$ cat src/rtl/mesh_pkg.sv
// ============================================================================
//  Module      : mesh_pkg
//  Description : Shared sizes, operand/accumulator types and the multiply-
//                accumulate helper for the 4x4 output-stationary mesh.
//  Revision    : 1.0 - initial release
// ============================================================================
`default_nettype none

package mesh_pkg;

    localparam int DIM   = 4;   // rows = columns of PEs
    localparam int IN_W  = 8;   // a/b operand width, signed
    localparam int ACC_W = 16;  // d/c and accumulator width, signed

    typedef logic signed [IN_W-1:0]  operand_t;
    typedef logic signed [ACC_W-1:0] acc_t;

    // Both operands are sign-extended to the accumulator width before the
    // multiply, so the product is a full signed 16-bit value; the sum wraps.
    function automatic acc_t mac(input acc_t acc, input operand_t a, input operand_t b);
        acc_t w_a_ext;
        acc_t w_b_ext;
        w_a_ext = acc_t'(a);
        w_b_ext = acc_t'(b);
        return acc + (w_a_ext * w_b_ext);
    endfunction

endpackage

`default_nettype wire

$ cat src/rtl/mesh_pe.sv
// ============================================================================
//  Module      : mesh_pe
//  Description : One processing element of the output-stationary mesh.
//                Holds two accumulators (c1/c2); the propagate select decides
//                which one accumulates a*b and which one shifts/preloads.
//  Ports       : clk, rst_n        clock, async active-low reset
//                i_a / o_a         row operand in / registered out (rightward)
//                i_b / o_b         column operand in / registered out (down)
//                i_prop / o_prop   buffer select in / registered out (down)
//                i_d               value loaded into the idle buffer
//                o_c               combinational select of c1/c2
//                o_c_reg           o_c registered one cycle (down, next d)
//  Revision    : 1.0 - initial release
// ============================================================================
`default_nettype none

module mesh_pe
    import mesh_pkg::*;
(
    input  logic     clk,
    input  logic     rst_n,
    input  operand_t i_a,
    input  operand_t i_b,
    input  acc_t     i_d,
    input  logic     i_prop,
    output operand_t o_a,
    output operand_t o_b,
    output logic     o_prop,
    output acc_t     o_c,
    output acc_t     o_c_reg
);

    operand_t r_a;
    operand_t r_b;
    logic     r_prop;
    acc_t     r_c1;
    acc_t     r_c2;
    acc_t     r_c_down;
    acc_t     w_out_c;

    // The buffer being shifted out is the one that is not accumulating.
    assign w_out_c = i_prop ? r_c1 : r_c2;

    always_ff @(posedge clk or negedge rst_n) begin
        if (!rst_n) begin
            r_a      <= '0;
            r_b      <= '0;
            r_prop   <= 1'b0;
            r_c1     <= '0;
            r_c2     <= '0;
            r_c_down <= '0;
        end else begin
            r_a      <= i_a;
            r_b      <= i_b;
            r_prop   <= i_prop;
            r_c_down <= w_out_c;
            if (i_prop) begin
                r_c2 <= mac(r_c2, i_a, i_b);
                r_c1 <= i_d;
            end else begin
                r_c1 <= mac(r_c1, i_a, i_b);
                r_c2 <= i_d;
            end
        end
    end

    assign o_a     = r_a;
    assign o_b     = r_b;
    assign o_prop  = r_prop;
    assign o_c     = w_out_c;
    assign o_c_reg = r_c_down;

endmodule

`default_nettype wire

$ cat src/rtl/mesh_4x4.sv
// ============================================================================
//  Module      : mesh_4x4
//  Description : 4x4 output-stationary systolic MAC array (C = A*B + D).
//                A enters at the left edge, B / bias D / propagate at the top;
//                results stream out of the bottom row, bottom row first.
//                Operands are expected pre-skewed by the host.
//  Ports       : clock, reset_n                 clock, async active-low reset
//                io_in_a_<i>_0  (8b)            row-i A operand -> PE(i,0)
//                io_in_b_<j>_0  (8b)            column-j B operand -> PE(0,j)
//                io_in_d_<j>_0  (16b)           column-j bias/preload -> PE(0,j)
//                io_in_control_<j>_0_propagate  column-j buffer select
//                io_out_c_<j>_0 (16b)           column-j result from PE(3,j)
//  Revision    : 1.0 - initial release
// ============================================================================
`default_nettype none

module mesh_4x4
    import mesh_pkg::*;
(
    input  logic              clock,
    input  logic              reset_n,
    input  logic [IN_W-1:0]   io_in_a_0_0,
    input  logic [IN_W-1:0]   io_in_a_1_0,
    input  logic [IN_W-1:0]   io_in_a_2_0,
    input  logic [IN_W-1:0]   io_in_a_3_0,
    input  logic [IN_W-1:0]   io_in_b_0_0,
    input  logic [IN_W-1:0]   io_in_b_1_0,
    input  logic [IN_W-1:0]   io_in_b_2_0,
    input  logic [IN_W-1:0]   io_in_b_3_0,
    input  logic [ACC_W-1:0]  io_in_d_0_0,
    input  logic [ACC_W-1:0]  io_in_d_1_0,
    input  logic [ACC_W-1:0]  io_in_d_2_0,
    input  logic [ACC_W-1:0]  io_in_d_3_0,
    input  logic              io_in_control_0_0_propagate,
    input  logic              io_in_control_1_0_propagate,
    input  logic              io_in_control_2_0_propagate,
    input  logic              io_in_control_3_0_propagate,
    output logic [ACC_W-1:0]  io_out_c_0_0,
    output logic [ACC_W-1:0]  io_out_c_1_0,
    output logic [ACC_W-1:0]  io_out_c_2_0,
    output logic [ACC_W-1:0]  io_out_c_3_0
);

    // Edge ports gathered into arrays so the mesh can be generated.
    operand_t w_port_a    [DIM];
    operand_t w_port_b    [DIM];
    acc_t     w_port_d    [DIM];
    logic     w_port_prop [DIM];

    assign w_port_a[0] = io_in_a_0_0;
    assign w_port_a[1] = io_in_a_1_0;
    assign w_port_a[2] = io_in_a_2_0;
    assign w_port_a[3] = io_in_a_3_0;
    assign w_port_b[0] = io_in_b_0_0;
    assign w_port_b[1] = io_in_b_1_0;
    assign w_port_b[2] = io_in_b_2_0;
    assign w_port_b[3] = io_in_b_3_0;
    assign w_port_d[0] = io_in_d_0_0;
    assign w_port_d[1] = io_in_d_1_0;
    assign w_port_d[2] = io_in_d_2_0;
    assign w_port_d[3] = io_in_d_3_0;
    assign w_port_prop[0] = io_in_control_0_0_propagate;
    assign w_port_prop[1] = io_in_control_1_0_propagate;
    assign w_port_prop[2] = io_in_control_2_0_propagate;
    assign w_port_prop[3] = io_in_control_3_0_propagate;

    // Registered outputs of every PE, indexed [row][col].
    operand_t w_a_out    [DIM][DIM];
    operand_t w_b_out    [DIM][DIM];
    logic     w_prop_out [DIM][DIM];
    acc_t     w_c_reg    [DIM][DIM];
    acc_t     w_c_comb   [DIM][DIM];

    for (genvar gi = 0; gi < DIM; gi++) begin : g_row
        for (genvar gj = 0; gj < DIM; gj++) begin : g_col
            operand_t w_a_in;
            operand_t w_b_in;
            acc_t     w_d_in;
            logic     w_prop_in;

            if (gj == 0) begin : g_left_edge
                assign w_a_in = w_port_a[gi];
            end else begin : g_from_left
                assign w_a_in = w_a_out[gi][gj-1];
            end

            if (gi == 0) begin : g_top_edge
                assign w_b_in    = w_port_b[gj];
                assign w_d_in    = w_port_d[gj];
                assign w_prop_in = w_port_prop[gj];
            end else begin : g_from_above
                assign w_b_in    = w_b_out[gi-1][gj];
                assign w_d_in    = w_c_reg[gi-1][gj];
                assign w_prop_in = w_prop_out[gi-1][gj];
            end

            mesh_pe u_pe (
                .clk     (clock),
                .rst_n   (reset_n),
                .i_a     (w_a_in),
                .i_b     (w_b_in),
                .i_d     (w_d_in),
                .i_prop  (w_prop_in),
                .o_a     (w_a_out[gi][gj]),
                .o_b     (w_b_out[gi][gj]),
                .o_prop  (w_prop_out[gi][gj]),
                .o_c     (w_c_comb[gi][gj]),
                .o_c_reg (w_c_reg[gi][gj])
            );
        end
    end

    // Bottom row drives the result streams directly, without an extra register.
    assign io_out_c_0_0 = w_c_comb[DIM-1][0];
    assign io_out_c_1_0 = w_c_comb[DIM-1][1];
    assign io_out_c_2_0 = w_c_comb[DIM-1][2];
    assign io_out_c_3_0 = w_c_comb[DIM-1][3];

endmodule

`default_nettype wire

$ cat config.mk
export PLATFORM = sky130hd
export DESIGN_NAME = mesh_4x4
export DESIGN_NICKNAME = d
export VERILOG_FILES = /design/src/rtl/mesh_pkg.sv /design/src/rtl/mesh_pe.sv /design/src/rtl/mesh_4x4.sv
export SDC_FILE = /design/constraint.sdc
export NUM_CORES = 2
export LEC_CHECK = 0
export BUFFER_PORTS_ARGS = -buffer_cell sky130_fd_sc_hd__buf_2
export CORE_UTILIZATION = 34
export CTS_BUF_LIST = sky130_fd_sc_hd__clkbuf_2 sky130_fd_sc_hd__clkbuf_4 sky130_fd_sc_hd__clkbuf_8
export CTS_CLUSTER_SIZE = 14
export DETAILED_ROUTE_END_ITERATION = 6
export MAX_ROUTING_LAYER = met4
export SYNTH_ARGS = -nofsm -noshare
export SYNTH_HDL_FRONTEND = slang
export SYNTH_SLANG_ARGS = --single-unit
$ cat constraint.sdc
create_clock -name clock -period 7.1 [get_ports clock]
set_input_delay 0.71 -clock clock [delete_from_list [all_inputs] [get_ports clock]]
set_output_delay 0.71 -clock clock [all_outputs]
set_load 0.01 [all_outputs]
==> results.yml <==
synth:
  syn_area_sq_um: 92200
  synthCells: 9361
  synth_flop_cell: "dfrtp_1"
  synth_nets: 11400
  syn-mean-instance-area_sq_um: 9.85
  ys_warn_count: 0
  synth-seq-area-share: 0.246
  synth_edf_count: 0
  synth.distinct_cells: 78
  async_reset_ff_frac: 1.00
  ys_seq_elements: 908
finish:
  syn2layout_area_growth_pct: 11.4
  layout.nets: 11800
  final_core_util: 0.382
  nFillCells: 26500
  drive_gt1_frac: 0.119
route:
  drtAntennaViolNets: 0
  postRouteWirelength_microns: 221000
  via_count: 66200
  wl_per_cell_microns: 16.4
  firstDrtPassIters: 6
  drtIter0Drc: 3362
  drc: 0
  viasPerCell: 4.91
timing:
  finalSetupTns_ns: 0
  finalCritPeriodShare: 0.849
  setup_viol: 0
  fin_skew_ns: 0.0739
  tightest_slew_ns: 0.866
  final_max_slew_viol_count: 0
  worst_slack_ns: 1.07
  fin_crit_ns: 6.03
  rsz0062_at_grt: "no"
  fin_hold_ws_ns: 0.110
  max_freq_ghz: 0.166
  max-slew-margin-rel: 0.422
  hold_violations: 0
setup_path:
  crit_type: "reg -> reg"
  ff2ff_setup_slack_ns: 1.07
  cp.arrival_ns: 6.82
  cp-startpoint: "g_row[2].g_col[1].u_pe.o_a[5]"
  r2r_end: "g_row[2].g_col[2].u_pe.r_c1[15]"
  crit_end: "g_row[2].g_col[2].u_pe.r_c1[15]"
  cp-end-kind: "register"
  reg2reg_from: "g_row[2].g_col[1].u_pe.o_a[5]"
  cp.required_ns: 7.89
  worstSetupStartpointType: "register"
  rr_worst_depth: 23
  crit_fanout: 9
cts:
  ctsHtreeMaxLevel: 4
  clkTransAtPathRegs_ns: 0.06
  cts-buffers-inserted: 184
  clockRootBuffer: "clkbuf_8"
  post_cts_buffers: 0
  clockBufferDepth: 4
  clkLatencyLatePin_ns: 0.92
  clock_sinks: 908
  ctsResizeCount: 0
  cts_tree: "yes"
die:
  die_w_microns: 523
  core_sq_um: 269000
  io_pins: 198
  rows: 190
  die_y_microns: 523
  start_util: 0.343
  die-area_sq_um: 273000
global_routing:
  gr-usage-all-layers: 0.168
  grt_overflow: 0
  grt_pass1_wl_microns: 364000
  grt_max_degree: 148
  grt_pass1_vias: 69800
  antenna_found_initial: 25
run:
  max-cap-violations: 0
outcome:
  status: "finished clean"
worst_hold_path:
  hold_path.class: "in -> reg"
placed_design:
  dp_worst_setup_slack_ns: 0.764
  port_buffers: 197
  place_congestion: 0.870
  dp_hpwl_microns: 178000
cells in the mapped netlist (12+ instances only):
cell type / number / area, sq um
nor2b_1: 17 / 106
a41oi_1: 15 / 131
a31oi_1: 47 / 294
or4_1: 12 / 90.1
a21o_1: 115 / 863
o41ai_2: 26 / 423
nor3b_1: 20 / 150
and2_1: 669 / 4190
nor2_1: 523 / 1960
dfrtp_1: 908 / 22700
inv_1: 1408 / 5290
o211ai_1: 56 / 420
a211oi_1: 94 / 706
nor4_1: 15 / 93.8
mux2_2: 507 / 5710
o31ai_1: 29 / 218
ha_1: 976 / 12200
nor4b_1: 14 / 123
fa_1: 912 / 18300
xor2_1: 211 / 1850
a21oi_1: 361 / 1810
buf_1: 27 / 101
o21bai_1: 74 / 556
o21ai_0: 310 / 1550
xnor2_1: 423 / 3700
or3_1: 40 / 250
xnor3_1: 16 / 360
and3_1: 57 / 357
nand3_1: 124 / 621
o21a_1: 35 / 263
o211a_1: 17 / 170
a211o_1: 31 / 272
a31o_2: 28 / 245
o22ai_1: 13 / 81.3
nand2_1: 645 / 2420
nor3_1: 183 / 916
nand4_1: 15 / 93.8
nand2b_1: 77 / 482
or2_2: 26 / 163
o21ai_1: 47 / 235
clkbuf_1: 93 / 349
through the flow:
stage	instances	instance area [sq um]
final	13500	103000
after global routing	13500	103000
after CTS	13500	103000
after detailed placement	13000	97500
after global placement	13000	97500
after floorplan	9361	92200
worst max-delay path, cell delays in order, from the launching register on:
cell      delay, ns
dfrtp_1        0.53
and2_1         0.25
fa_1           0.53
inv_1          0.05
fa_1           0.55
inv_1          0.05
fa_1           0.48
inv_1          0.05
fa_1           0.47
inv_1          0.04
ha_1           0.29
a21oi_1        0.22
o21bai_1       0.10
a21oi_1        0.23
o21bai_1       0.09
a21oi_1        0.28
xnor2_1        0.24
ha_1           0.36
nand3_1        0.10
nand2_1        0.06
a41o_1         0.25
o41ai_2        0.31
xnor2_1        0.11
mux2_2         0.26
routing by layer:
metal,GRT usage,vias to the layer above,part of all wire
met1,0.230,32900,0.49
li1,-,31900,-
met3,0.0199,277,0.036
met5,-,-,0
met2,0.266,1114,0.46
met4,0.0366,0,0.019
kinds of logic (layout without fill, tap and decap cells):
kind of cell	Yosys count	after routing	share of synthesized area
AO/OA/AOI/OAI	1405	1405	0.101
XOR/XNOR	650	650	0.0641
adder cells (fa/ha/maj)	1888	1888	0.330
buffers and inverters	1528	2076	0.0622
flip-flops	908	908	0.246
multiplexers	514	514	0.0627
other	0	23	0
AND/OR/NAND/NOR	2468	2468	0.133
cell type report:
type	count	area [sq um]	area share
Multi-Input combinational cell	6925	63800	0.621
Clock buffer	271	3490	0.0339
Sequential cell	908	22700	0.221
Tap cell	3552	4440	0.0433
Clock inverter	51	460	0.00448
Antenna cell	23	57.6	0.000560
Timing Repair Buffer	346	2460	0.0240
Inverter	1408	5290	0.0515
how the worst min path moves through the flow:
| stage | from | to | slack (ns) | cells after the start |
|---|---|---|---|---|
| 2_1_floorplan | g_row[0].g_col[0].u_pe.o_prop | g_row[1].g_col[0].u_pe.o_prop | 0.35 | 0 |
| 4_1_cts | io_in_d_3_0[0] | g_row[0].g_col[3].u_pe.r_c2[0] | 0.005 | 2 |
| 3_3_place_gp | g_row[2].g_col[0].u_pe.o_c_reg[4] | g_row[3].g_col[0].u_pe.r_c1[4] | 0.46 | 2 |
| 3_5_place_dp | g_row[1].g_col[3].u_pe.o_c_reg[4] | g_row[2].g_col[3].u_pe.r_c1[4] | 0.47 | 2 |
| 6_report | io_in_d_3_0[0] | g_row[0].g_col[3].u_pe.r_c2[0] | 0.11 | 2 |
| 5_1_grt | io_in_d_3_0[0] | g_row[0].g_col[3].u_pe.r_c2[0] | 0.03 | 2 |
timing repair:
item | CTS | global route
endpoints found under the hold margin | 206 | 0
endpoints found under the setup margin | 0 | 0
hold buffers | 120 | 0
cell usage in the layout (no fill, tap or decap), types with 25 or more instances in the layout:
cell | netlist | layout
or2_2 | 26 | 26
a21o_1 | 115 | 115
o21ai_0 | 310 | 310
o21a_1 | 35 | 35
a21oi_1 | 361 | 361
a211oi_1 | 94 | 94
clkinv_2 | 0 | 35
a31o_2 | 28 | 28
xnor2_1 | 423 | 423
and3_1 | 57 | 57
o31ai_1 | 29 | 29
o21bai_1 | 74 | 74
fa_1 | 912 | 912
and2_1 | 669 | 669
buf_2 | 0 | 196
buf_4 | 0 | 25
ha_1 | 976 | 976
clkbuf_4 | 0 | 39
xor2_1 | 211 | 211
clkbuf_8 | 0 | 232
o41ai_2 | 26 | 26
dfrtp_1 | 908 | 896
a31oi_1 | 47 | 47
dlygate4sd3_1 | 0 | 120
a211o_1 | 31 | 31
nand2_1 | 645 | 645
o21ai_1 | 47 | 47
o211ai_1 | 56 | 56
nand3_1 | 124 | 124
inv_1 | 1408 | 1408
nor2_1 | 523 | 523
or3_1 | 40 | 40
nand2b_1 | 77 | 77
nor3_1 | 183 | 183
mux2_2 | 507 | 507
Power is not shown: default switching activity piles up to over one toggle a cycle in this logic, so the estimate is an artifact.
